## src/rtl/fetch_stage.sv

```systemverilog
// ---------------------------------------------------------------------------------------------
// fetch_stage -- instruction-fetch stage of the 5-stage LoongArch pipeline.
//
// Issues fetches on an SRAM-like instruction port with at most one request outstanding. It
// buffers a single returned instruction and hands it to decode over a valid/allowin handshake.
// Branch redirects from decode and exception/ertn flushes retarget the fetch PC. A response
// that belongs to a fetch squashed by a redirect is dropped.
//
// Ports:
//   clk, reset         clock; asynchronous active-high reset
//   ds_allowin         decode can accept an instruction this cycle
//   br_bus             {br_taken, br_target} from decode
//   fs_flush           exception/ertn redirect strobe
//   fs_flush_target    redirect PC, valid with fs_flush
//   fs_to_ds_valid     FS->DS bus valid
//   fs_to_ds_bus       {inst, pc}
//   inst_sram_req      fetch request
//   inst_sram_addr     fetch address
//   inst_sram_addr_ok  request accepted
//   inst_sram_data_ok  response valid
//   inst_sram_rdata    response instruction
// ---------------------------------------------------------------------------------------------
module fetch_stage #(
   parameter logic [31:0] RESET_PC        = 32'h1C000000,
   parameter int unsigned BR_BUS_WD       = 33,
   parameter int unsigned FS_TO_DS_BUS_WD = 64
) (
   input  logic                       clk,
   input  logic                       reset,
   input  logic                       ds_allowin,
   input  logic [BR_BUS_WD-1:0]       br_bus,
   input  logic                       fs_flush,
   input  logic [31:0]                fs_flush_target,
   output logic                       fs_to_ds_valid,
   output logic [FS_TO_DS_BUS_WD-1:0] fs_to_ds_bus,
   output logic                       inst_sram_req,
   output logic [31:0]                inst_sram_addr,
   input  logic                       inst_sram_addr_ok,
   input  logic                       inst_sram_data_ok,
   input  logic [31:0]                inst_sram_rdata
);

   typedef enum logic [0:0] {
      S_REQ  = 1'b0,
      S_WAIT = 1'b1
   } state_t;

   state_t      state_q, state_d;
   logic [31:0] fetch_pc_q, fetch_pc_d;
   logic [31:0] req_pc_q, req_pc_d;
   logic        cancel_q, cancel_d;
   logic        fs_valid_q, fs_valid_d;
   logic [31:0] fs_pc_q, fs_pc_d;
   logic [31:0] fs_inst_q, fs_inst_d;

   logic        br_taken;
   logic [31:0] br_target;
   logic        redirect;
   logic [31:0] redirect_target;
   logic        req_ok;
   logic        ds_transfer;
   logic        resp_accept;

   assign br_taken  = br_bus[BR_BUS_WD-1];
   assign br_target = br_bus[31:0];

   // Flush outranks a branch when both arrive in the same cycle.
   assign redirect        = fs_flush | br_taken;
   assign redirect_target = fs_flush ? fs_flush_target : br_target;

   // Only request when the returning instruction has somewhere to go: either the buffer is empty
   // or it drains this cycle. This bounds the stage to one buffered plus one outstanding fetch.
   assign req_ok = (state_q == S_REQ) && !redirect && (!fs_valid_q || ds_allowin);

   // Outputs
   assign inst_sram_req  = !reset && req_ok;
   assign inst_sram_addr = fetch_pc_q;
   assign fs_to_ds_valid = fs_valid_q && !redirect;
   assign fs_to_ds_bus   = {fs_inst_q, fs_pc_q};

   assign ds_transfer = fs_to_ds_valid && ds_allowin;

   // A response is kept only if its fetch was not squashed earlier (cancel) and no redirect
   // squashes it in the cycle it returns.
   assign resp_accept = (state_q == S_WAIT) && inst_sram_data_ok && !cancel_q && !redirect;

   // Next-state logic
   always_comb begin
      state_d    = state_q;
      fetch_pc_d = fetch_pc_q;
      req_pc_d   = req_pc_q;
      cancel_d   = cancel_q;
      fs_valid_d = fs_valid_q;
      fs_pc_d    = fs_pc_q;
      fs_inst_d  = fs_inst_q;

      unique case (state_q)
         S_REQ: begin
            if (req_ok && inst_sram_addr_ok) begin
               req_pc_d = fetch_pc_q;
               state_d  = S_WAIT;
            end
         end
         S_WAIT: begin
            if (inst_sram_data_ok) begin
               // Any response ends the transaction; a pending cancel is consumed by it.
               cancel_d = 1'b0;
               state_d  = S_REQ;
            end else if (redirect) begin
               // The in-flight fetch is now stale; remember to drop its response.
               cancel_d = 1'b1;
            end
         end
         default: begin
            state_d = S_REQ;
         end
      endcase

      if (resp_accept) begin
         fs_inst_d = inst_sram_rdata;
         fs_pc_d   = req_pc_q;
      end

      // A refill in the same cycle as a transfer overwrites the entry and keeps it valid.
      if (redirect) begin
         fs_valid_d = 1'b0;
      end else if (resp_accept) begin
         fs_valid_d = 1'b1;
      end else if (ds_transfer) begin
         fs_valid_d = 1'b0;
      end

      if (redirect) begin
         fetch_pc_d = redirect_target;
      end else if (resp_accept) begin
         fetch_pc_d = req_pc_q + 32'd4;
      end
   end

   // State registers
   always_ff @(posedge clk or posedge reset) begin
      if (reset) begin
         state_q    <= S_REQ;
         fetch_pc_q <= RESET_PC;
         req_pc_q   <= 32'h0;
         cancel_q   <= 1'b0;
         fs_valid_q <= 1'b0;
         fs_pc_q    <= 32'h0;
         fs_inst_q  <= 32'h0;
      end else begin
         state_q    <= state_d;
         fetch_pc_q <= fetch_pc_d;
         req_pc_q   <= req_pc_d;
         cancel_q   <= cancel_d;
         fs_valid_q <= fs_valid_d;
         fs_pc_q    <= fs_pc_d;
         fs_inst_q  <= fs_inst_d;
      end
   end

endmodule

```

## config.mk

```make
export PLATFORM = sky130hd
export DESIGN_NAME = fetch_stage
export DESIGN_NICKNAME = d
export VERILOG_FILES = /design/src/rtl/fetch_stage.sv
export SDC_FILE = /design/constraint.sdc
export NUM_CORES = 1
export LEC_CHECK = 0
export BUFFER_PORTS_ARGS = -buffer_cell sky130_fd_sc_hd__buf_2
export CAP_MARGIN = 40
export CORE_ASPECT_RATIO = 1.1
export CORE_MARGIN = 2
export CORE_UTILIZATION = 54
export DETAILED_ROUTE_END_ITERATION = 16
export PLACE_DENSITY_LB_ADDON = 0.15
export SLEW_MARGIN = 10
export SYNTH_ARGS = -nofsm -noshare
export SYNTH_HDL_FRONTEND = slang
export SYNTH_SLANG_ARGS = --single-unit
```

## constraint.sdc

```tcl
create_clock -name clk -period 5.9 [get_ports clk]
set_input_delay 0 -clock clk [delete_from_list [all_inputs] [get_ports clk]]
set_output_delay 0 -clock clk [all_outputs]
set_load 0.01 [all_outputs]
```

Word level (Yosys, flattened, before mapping)
Cells that the tools add are included.
{ "op_classes": {"add_sub_neg": 1, "mux": 11, "bitwise_logic": 2, "n_reduce_logical": 19} }
{ "ops": {"columns": ["cell", "n"], "rows": [
  ["two-way mux 32 bit", 3],
  ["adder 32 x 3 -> 32 bit, second input constant", 1],
  ["logical AND 1 bit", 9],
  ["two-way mux 1 bit", 7],
  ["logical NOT 1 bit", 4],
  ["AND reduction 2 bit", 2],
  ["nonzero test 2 bit", 2],
  ["nonzero test 3 bit", 1],
  ["one-hot mux 1 bit (2 select lines)", 1],
  ["logical OR 1 bit", 1],
  ["inverter 1 bit", 1],
  ["OR 1 bit", 1]
]} }
{ "totals": {"register_bits": 131, "inputBits": 103, "output_inout_bits": 98, "word_cells": 40} }

Longest topological paths before layout
Gate-level depths: netlist of run 1.
{ "depth": {"depth_word": 7, "ltp_mapped": 7, "mapped_depth_nobuf": 6} }

Least setup slack after synthesis of run 1
No wires, ideal clock.
{ "synth_timing": {"kind": "register -> register", "startpoint": "reg req_pc_q[2]", "endpoint": "reg fetch_pc_q[18] (netlist: inst_sram_addr[18])", "setup_ns": 0.063, "arrival_time_ns": 2.011, "required_time_ns": 5.837, "path_slack_ns": 3.826, "stages_incl_launch_ff": 8, "n_path_buf": 1, "period_less_slack_ns": 2.074, "path_cell_list": "dfrtp_1 -> ha_1 -> nand4_1 -> or4_1 -> buf_6 -> or3_1 -> a31oi_1 -> o22a_2"} }
{ "synth_via": {"elab_chain_len": 3} }
{ "synth_rtl": {"columns": ["item", "line_no", "text"], "rows": [
  ["start, declared", "50", "logic [31:0] req_pc_q, req_pc_d;"],
  ["start signal, assigned", "153", "req_pc_q <= req_pc_d;"],
  ["adder 32 x 3 -> 32 bit", "136", "fetch_pc_d = req_pc_q + 32'd4;"],
  ["two-way mux 32 bit", "135", "end else if (resp_accept) begin"],
  ["two-way mux 32 bit", "133", "if (redirect) begin"],
  ["end signal, assigned", "152", "fetch_pc_q <= fetch_pc_d;"],
  ["end, declared", "49", "logic [31:0] fetch_pc_q, fetch_pc_d;"]
]} }
No other way between the ends. The select of a mux whose other input is x is not followed.
A chain may end at the register's enable or synchronous reset.

Worst setup path after layout of run 1
{ "layout_timing": {"startpoint": "reg req_pc_q[2]", "endpoint": "reg fetch_pc_q[24] (netlist: inst_sram_addr[24])"} }
The elaborated chain is that of the path after synthesis.

==> results.json, run 1 <==
{
  "outcome": "complete, no violations",
  "fmax_mhz": 324,
  "wl_per_cell_um": 17.3,
  "initial_utilization_pct": 55.8,
  "criticalPathCategory": "reg2reg",
  "peakVddDrop_v": 0.000188,
  "tns_ns": 0,
  "slew_headroom_pct": 48.0,
  "syn2layout_area_growth_pct": 44.3,
  "n_antenna_cell": 0,
  "cts-resized-gates": 0,
  "clk_latency_ns": 0.41,
  "yosysTopAreaCell": "dfrtp_1",
  "min_path_type": "in2reg",
  "netlist_instances": 658,
  "io_buffers": 200,
  "critical_path_buf_inv_count": 1,
  "crit_path_max_incr_delay_ns": 0.79,
  "setup_viol": 0,
  "die_w_um": 105,
  "dp_hpwl_mm": 11.4,
  "num_vias": 6120,
  "synthTopCellsByCount": "nand2_1 (222), dfrtp_1 (128), a21oi_1 (36), mux2_2 (32), nor2_1 (30)",
  "synth_cell_types": 48,
  "synth.area.top_cells": "dfrtp_1 (52%), nand2_1 (14%), mux2_2 (5.9%)",
  "synth_edf_count": 0,
  "ys_seq_area_share_pct": 53.7,
  "postLayoutCellArea_um2": 8830,
  "antenna_found_initial": 0,
  "ys_warn_count": 0,
  "grtUsageTotal_pct": 32.3,
  "clk_pin_slew_ns": 0.06,
  "synth_most_common_cell": "nand2_1",
  "grt_pass1_vias": 6186,
  "rsz0062_at_grt": "no",
  "drive_gt1_share_pct": 30.2,
  "cts_tree": "yes",
  "cp_data_arrival_time_ns": 3.38,
  "cts_buffers": 17,
  "worst_pin_slew_ns": 0.780,
  "clock_skew_ns": 0.00737,
  "cts_root_buffer": "clkbuf_16",
  "drc_errors": 0,
  "finalCritPeriodShare_pct": 52.3,
  "path_cells": "ha_1 -> nand4_1 -> or4_1 -> nor4_4 -> xnor2_1 -> o221ai_1 -> dlygate4sd3_1",
  "critPathTopFamily": "simple AND/OR/NAND/NOR gates",
  "htree_levels": 4,
  "ys_async_sr_fraction_pct": 100,
  "wl_mm": 19.1,
  "p_leak_nw": 4.49,
  "syn-num-nets": 762,
  "cp_slowest_cell": "or4_1",
  "io_pins": 201,
  "synth_area_um2": 6120,
  "firstDrtPassIters": 6,
  "vias_per_cell": 5.55,
  "placementRows": 40,
  "crit_required_ns": 6.19,
  "dieArea_um2": 12200,
  "clkSinkCount": 131,
  "cp-start-kind": "register",
  "cts_max_path_buffers": 2,
  "core_um2": 11000,
  "syn_avg_cell_area_um2": 9.30,
  "overflow": 0,
  "grt_start_max_net_pins": 64,
  "drtIter0Drc": 506,
  "gp_congestion": 0.871,
  "ant_nets": 0,
  "slew_viol_final": 0,
  "ys_ff_latch": 131,
  "fin_nets": 1046,
  "die_h_um": 116,
  "cp-end-kind": "register",
  "grt_pass1_wl_mm": 30.5,
  "fin_crit_ns": 3.09,
  "path_max_fanout": 9,
  "synthFlopType": "dfrtp_1",
  "drv_cap": 0,
  "pwr_density_cell_nw_per_um2": 351,
  "placed_area_um2": 7260,
  "final_core_util_pct": 80.5,
  "final_hold_viol_count": 0,
  "synth_top_area_share_pct": 52.4
}
-- cell usage in the layout, fill, tap and decap left out, drive strengths merged, types with 2 or more instances in the layout --
cell | Yosys | routed
a21oi | 36 | 36
nor3 | 5 | 5
o221ai | 9 | 9
buf | 11 | 210
xor2 | 13 | 13
dfrtp | 128 | 128
a211oi | 2 | 2
clkinvlp | 0 | 3
nand4 | 6 | 6
clkbuf | 28 | 21
a221oi | 8 | 8
a31oi | 2 | 2
bufinv | 0 | 3
inv | 15 | 17
dlygate4sd3 | 0 | 94
o311ai | 4 | 4
mux2 | 32 | 32
a22o | 2 | 2
a21boi | 4 | 4
nor2b | 2 | 2
nor4 | 4 | 4
o22a | 2 | 2
o211ai | 4 | 4
dfstp | 3 | 3
nand2b | 10 | 10
a221o | 2 | 2
or2 | 3 | 3
o21ai | 19 | 19
xnor2 | 14 | 14
nor3b | 4 | 4
nand2 | 222 | 222
nor2 | 30 | 30
nand3 | 15 | 15
a22oi | 10 | 10
clkinv | 0 | 3
-- repair_timing --
| action | in CTS | in global routing |
|---|---|---|
| buffers inserted | 0 | 0 |
| hold buffers | 94 | 0 |
| endpoints found under the hold margin | 149 | 0 |
-- per-stage QoR --
step                      worst slack, ns  instances  power, mW  hold slack (ns)
final                                2.81       1102       3.10          0.00148
after global routing                 2.68       1102       3.24           0.0186
after CTS                            2.82       1102       3.08          0.00124
after detailed placement             3.37        976       1.92          -0.0128
after global placement               3.43        973       1.88            0.192
after floorplan                      2.41        658       1.64           0.0529
-- worst register-to-register path: cells and delay by family (launching register included) --
kind	cells	cell delay, ns
AND/OR/NAND/NOR	3	1.35
buffers and inverters	1	0.59
flip-flops	1	0.47
adder cells (fa/ha/maj)	1	0.26
XOR/XNOR	1	0.17
AO/OA/AOI/OAI	1	0.14
-- state kept, by name, indices dropped and copies added (netlist names) --
signal          cells
req_pc_q           32
state_q             1
fs_inst_q          32
fs_valid_q          1
inst_sram_addr     32
fs_pc_q            32
cancel_q            1
-- cell type report --
cell class	instances	area (um^2)
Clock buffer	21	480
Multi-Input combinational cell	473	2620
Clock inverter	11	149
Sequential cell	131	3280
Timing Repair Buffer	304	2050
Inverter	15	58.8
Fill cell	685	2130
Tap cell	147	184
-- layer usage --
layer | vias to the layer above | wire length [um] | global-route usage, %
met2 | 346 | 9870 | 57.1
met3 | 53 | 1570 | 7.26
met4 | 0 | 487 | 13.0
met5 | - | 0 | 0
li1 | 2785 | - | -
met1 | 2936 | 7190 | 38.5
-- path summary, 6_finish.rpt --
kind	start	to	slack [ns]	cells after the start
max	req_pc_q[2]$_DFFE_PP0P_	inst_sram_addr[24]$_DFFE_PP0P_	2.81	7
min	br_bus[14]	inst_sram_addr[14]$_DFFE_PP0P_	0.001	3
max reg2reg	req_pc_q[2]$_DFFE_PP0P_	inst_sram_addr[24]$_DFFE_PP0P_	2.81	7
min reg2reg	fs_pc_q[19]$_DFFE_PP0P_	fs_pc_q[19]$_DFFE_PP0P_	0.47	2
max in group asynchronous	reset	fs_pc_q[22]$_DFFE_PP0P_	4.87	4
min in group asynchronous	reset	inst_sram_addr[1]$_DFFE_PP0P_	0.11	3
-- cell families after synthesis --
kind of cell | after synthesis | share of synthesized area, %
xor gates and xnor gates | 27 | 3.87
AOI/OAI and AO/OA | 105 | 11.2
DFF | 131 | 53.7
adders and majority gates | 1 | 0.205
muxes | 32 | 5.89
and+or+nand+nor | 308 | 21.5
buffers and inverters | 54 | 3.64
-- power by group --
group	total, mW	internal (mW)	switching, mW	leakage, nW
clock network	1.10	0.712	0.393	0.302
registers	1.30	1.11	0.189	1.66
logic	0.694	0.338	0.356	2.52
(Power assumes the default switching activity.)
==> inputs of run 2 (changes only) <==
Settings changed: CORE_UTILIZATION 54 to 51.
Clock period 5.9 ns to 3.18 ns, I/O delays scaled along.
==> results.json, run 2 (same netlist as run 1, synthesis figures left out) <==
{
  "outcome": "complete, no violations",
  "grtUsageTotal_pct": 29.7,
  "slew_viol_final": 0,
  "cts_setup_buffers": 0,
  "nFillCells": 796,
  "whs_ns": 0.00664,
  "htree_levels": 4,
  "dieArea_um2": 12900,
  "rsz0062_at_grt": "no",
  "vias_per_cell": 5.40,
  "gp_congestion": 0.830,
  "netSwitchingPower_mw": 1.73,
  "initial_utilization_pct": 52.8,
  "p_sw_share_pct": 30.5,
  "crit_required_ns": 3.47,
  "placementRows": 41,
  "grt_start_max_net_pins": 55,
  "peakVddDrop_v": 0.000331,
  "cts_max_path_buffers": 2,
  "overflow": 0,
  "ant_nets": 0,
  "firstDrtPassIters": 5,
  "min_path_type": "in2reg",
  "final_hold_viol_count": 0,
  "final_core_util_pct": 75.9,
  "fin_nets": 1048,
  "io_buffers": 200,
  "ff_latch_area_um2": 3280,
  "clk_pin_slew_ns": 0.06,
  "multi_input_area_um2": 2630,
  "r2r_cells": 7,
  "finalCritPeriodShare_pct": 94.7,
  "cell_internal_pwr_mw": 3.93,
  "syn2layout_area_growth_pct": 43.9,
  "cp-end-kind": "register",
  "setup_viol": 0,
  "clk_latency_ns": 0.41,
  "layout_common_cells": "nand2_1 (220), buf_2 (200), dfrtp_1 (128), dlygate4sd3_1 (95), a21oi_1 (36)",
  "wl_mm": 18.7,
  "cp-start-kind": "register",
  "io_pins": 201,
  "fmax_mhz": 332,
  "dp_hpwl_mm": 11.7,
  "clock_skew_ns": 0.0101,
  "tns_ns": 0,
  "drc_errors": 0,
  "grt_pass1_wl_mm": 30.0,
  "worst_pin_slew_ns": 0.878,
  "num_vias": 5976,
  "p_leak_nw": 4.47,
  "cts_buffers": 17,
  "cts_root_buffer": "clkbuf_16",
  "die_h_um": 119,
  "die_w_um": 108,
  "drive_gt1_share_pct": 30.1,
  "antenna_found_initial": 1,
  "combPwrFrac_pct": 22.8,
  "cts_tree": "yes",
  "core_um2": 11600,
  "layout_commonest_cell": "nand2_1",
  "path_max_fanout": 9,
  "worstReg2RegEnd": "inst_sram_addr[24]$_DFFE_PP0P_",
  "power_frac_seq_pct": 42.2,
  "r2r_slack_ns": 0.17,
  "slew_headroom_pct": 41.2,
  "cp_data_arrival_time_ns": 3.31,
  "rr_startpoint": "req_pc_q[2]$_DFFE_PP0P_",
  "worstSetupEndpoint": "inst_sram_addr[24]$_DFFE_PP0P_",
  "drtIter0Drc": 493,
  "grt_pass1_vias": 6039,
  "drv_cap": 0,
  "clkPwrFrac_pct": 35.1,
  "criticalPathCategory": "reg2reg",
  "fin_crit_ns": 3.01,
  "clkSinkCount": 131,
  "critPathLaunch": "req_pc_q[2]$_DFFE_PP0P_",
  "cts-resized-gates": 0,
  "pwr_density_cell_nw_per_um2": 643,
  "wl_per_cell_um": 16.9
}
## run 2: timing repair
item / CTS / global route
endpoints found under the setup margin: 0 / 0
hold buffers: 95 / 0
endpoints found under the hold margin: 82 / 0
## run 2: area by class of cell
type	count	share of cell area [%]
inverter	15	0.682
timing repair buffer	306	23.2
tap	150	2.13
antenna	1	0.0284
clock inverter	12	1.79
multi-input combinational	473	29.8
sequential	131	37.3
clock buffer	19	5.03
## run 2: power groups by stage
stage | Combinational [mW] | Sequential, mW | Clock (mW)
floorplan | 0.577 | 2.46 | 0
global route | 1.43 | 2.44 | 2.09
finish | 1.29 | 2.39 | 1.99
CTS | 1.28 | 2.38 | 2.01
global placement | 1.12 | 2.38 | 0
detailed placement | 1.15 | 2.40 | 0
## run 2: layer usage
| metal | vias to the layer above | GRT usage [%] | routed length, um |
|---|---|---|---|
| met4 | 0 | 10.7 | 446 |
| met2 | 278 | 49.8 | 9330 |
| met5 | - | 0 | 0 |
| li1 | 2785 | - | - |
| met3 | 39 | 6.95 | 1340 |
| met1 | 2874 | 37.4 | 7590 |
## run 2: worst max-delay path, cell delays in order (launching register included)
cell	delay [ns]
dfrtp_1	0.45
ha_1	0.25
nand4_1	0.17
or4_1	0.79
nor4_4	0.38
xnor2_1	0.15
o221ai_1	0.13
dlygate4sd3_1	0.58
## run 2: worst min path at each step
| stage | start | endpoint | slack, ns | depth (start not counted) |
|---|---|---|---|---|
| 4_1_cts | br_bus[14] | inst_sram_addr[14]$_DFFE_PP0P_ | 0.005 | 3 |
| 5_1_grt | br_bus[14] | inst_sram_addr[14]$_DFFE_PP0P_ | 0.01 | 3 |
| 6_report | br_bus[14] | inst_sram_addr[14]$_DFFE_PP0P_ | 0.007 | 3 |
| 3_5_place_dp | reset | fs_pc_q[0]$_DFFE_PP0P_ | 0.05 | 2 |
| 2_1_floorplan | reset | inst_sram_req | 0.05 | 1 |
| 3_3_place_gp | reset | fs_pc_q[0]$_DFFE_PP0P_ | 0.05 | 2 |
## run 2: per-stage QoR
stage	total power [mW]	area (um^2)	setup WS, ns	std cells
after CTS	5.67	8800	0.199	1106
after detailed placement	3.56	7250	0.770	980
final	5.66	8800	0.169	1107
after global routing	5.95	8800	0.0265	1107
after floorplan	3.03	6120	1.11	658
after global placement	3.50	7250	0.802	980
==> inputs of run 3 (changes only) <==
Settings changed: CORE_ASPECT_RATIO 1.1 to 0.9.
==> results.json, run 3 (same netlist as run 1, synthesis figures left out) <==
{
  "outcome": "complete, no violations",
  "pre_cts_ws_ns": 0.743,
  "finalCritPeriodShare_pct": 94.6,
  "ant_nets": 0,
  "pwr_density_cell_nw_per_um2": 611,
  "die_h_um": 108,
  "core_um2": 11600,
  "slew_viol_final": 0,
  "drc_errors": 0,
  "clk_pin_slew_ns": 0.05,
  "cts_max_path_buffers": 2,
  "clkSinkCount": 131,
  "whs_ns": 0.0571,
  "clock_skew_ns": 0.00549,
  "fin_crit_ns": 3.01,
  "cts-resized-gates": 0,
  "layout_commonest_cell": "nand2_1",
  "worst_pin_slew_ns": 0.640,
  "cts_tree": "yes",
  "p_leak_nw": 4.47,
  "drtIter0Drc": 354,
  "grt_pass1_vias": 6014,
  "cp_data_arrival_time_ns": 3.30,
  "dieArea_um2": 12900,
  "fin_nets": 1054,
  "overflow": 0,
  "timing.final.ws_setup_ns": 0.172,
  "die_w_um": 119,
  "io_pins": 201,
  "fmax_mhz": 332,
  "criticalPathCategory": "reg2reg",
  "grt_pass1_wl_mm": 29.8,
  "grtUsageTotal_pct": 29.7,
  "io_buffers": 200,
  "dp_hpwl_mm": 12.0,
  "wl_mm": 18.6,
  "min_path_type": "in2reg",
  "peakVddDrop_v": 0.000411,
  "postLayoutCellArea_um2": 8790,
  "slew_headroom_pct": 57.2,
  "setup_viol": 0,
  "dp_cells": 989,
  "gp_congestion": 0.928,
  "antenna_found_initial": 1,
  "report.power.total_mw": 5.37,
  "cts_root_buffer": "clkbuf_16",
  "drive_gt1_share_pct": 29.5,
  "clk_latency_ns": 0.41,
  "drv_cap": 0,
  "path_max_fanout": 9,
  "grt_start_max_net_pins": 90,
  "vias_per_cell": 5.44,
  "cp-start-kind": "register",
  "placementRows": 37,
  "crit_required_ns": 3.47,
  "num_vias": 6046,
  "layout_common_cells": "nand2_1 (221), buf_2 (200), dfrtp_1 (128), dlygate4sd3_1 (98), a21oi_1 (36)",
  "syn2layout_area_growth_pct": 43.6,
  "nFillCells": 833,
  "wl_per_cell_um": 16.7,
  "tns_ns": 0,
  "layout.cells.non_filler": 1112,
  "placed_area_um2": 7310,
  "initial_utilization_pct": 52.9,
  "cts_buffers": 17,
  "cp-end-kind": "register",
  "htree_levels": 4,
  "final_core_util_pct": 75.9,
  "rsz0062_at_grt": "no",
  "firstDrtPassIters": 5,
  "final_hold_viol_count": 0
}
-- run 3: cell count changes in the layout (fill, tap and decap cells not counted), sizes merged --
| cell | delta |
|---|---|
| buf | +3 |
| bufinv | -3 |
| clkbuf | +4 |
| clkinv | -4 |
| clkinvlp | -3 |
| dlygate4sd3 | +3 |
| inv | -1 |
-- run 3: final cells by class --
type / count / area [um^2] / area share (%)
multi-input combinational: 473 / 2620 / 29.8
sequential: 131 / 3280 / 37.3
timing repair buffer: 312 / 2130 / 24.3
tap: 156 / 195 / 2.22
clock inverter: 1 / 5.00 / 0.0570
inverter: 15 / 60.1 / 0.683
clock buffer: 23 / 488 / 5.55
antenna: 1 / 2.50 / 0.0285
-- run 3: critical path, stage by stage, from the launching register on --
cell and delay, ns:
dfrtp_1 0.44, ha_1 0.28, nand4_1 0.16, or4_1 0.78, nor4_4 0.36, xnor2_1 0.14, o221ai_1 0.13, dlygate4sd3_1 0.59
-- run 3: timing repair --
action | 4_1_cts | 5_1_grt
buffers inserted | 0 | 0
hold endpoints to repair | 109 | 0
setup endpoints to repair | 0 | 0
hold buffers | 98 | 0
-- run 3: power by group --
part           switching, mW  leakage, nW  internal, mW
Clock                  0.640        0.245          1.04
Sequential             0.340         1.66          2.06
Combinational          0.653         2.56         0.638
Total                   1.63         4.47          3.73
-- run 3: worst paths after layout --
kind | slack, ns | to | startpoint | depth (start not counted)
worst max-delay path | 0.17 | inst_sram_addr[24]$_DFFE_PP0P_ | req_pc_q[2]$_DFFE_PP0P_ | 7
worst min-delay path | 0.06 | inst_sram_addr[31]$_DFFE_PP0P_ | br_bus[31] | 4
worst max register to register | 0.17 | inst_sram_addr[24]$_DFFE_PP0P_ | req_pc_q[2]$_DFFE_PP0P_ | 7
worst min register to register | 0.46 | fs_inst_q[21]$_DFFE_PP0P_ | fs_inst_q[21]$_DFFE_PP0P_ | 2
max in group asynchronous | 2.15 | inst_sram_addr[26]$_DFFE_PP1P_ | reset | 4
min in group asynchronous | 0.21 | fs_pc_q[6]$_DFFE_PP0P_ | reset | 3
-- run 3: per-layer routing --
| metal | vias to the layer above | global-route usage [%] | wire length, um |
|---|---|---|---|
| met3 | 23 | 7.42 | 1410 |
| met5 | - | 0 | 0 |
| li1 | 2801 | - | - |
| met2 | 274 | 51.4 | 9210 |
| met4 | 0 | 8.82 | 229 |
| met1 | 2948 | 37.1 | 7730 |
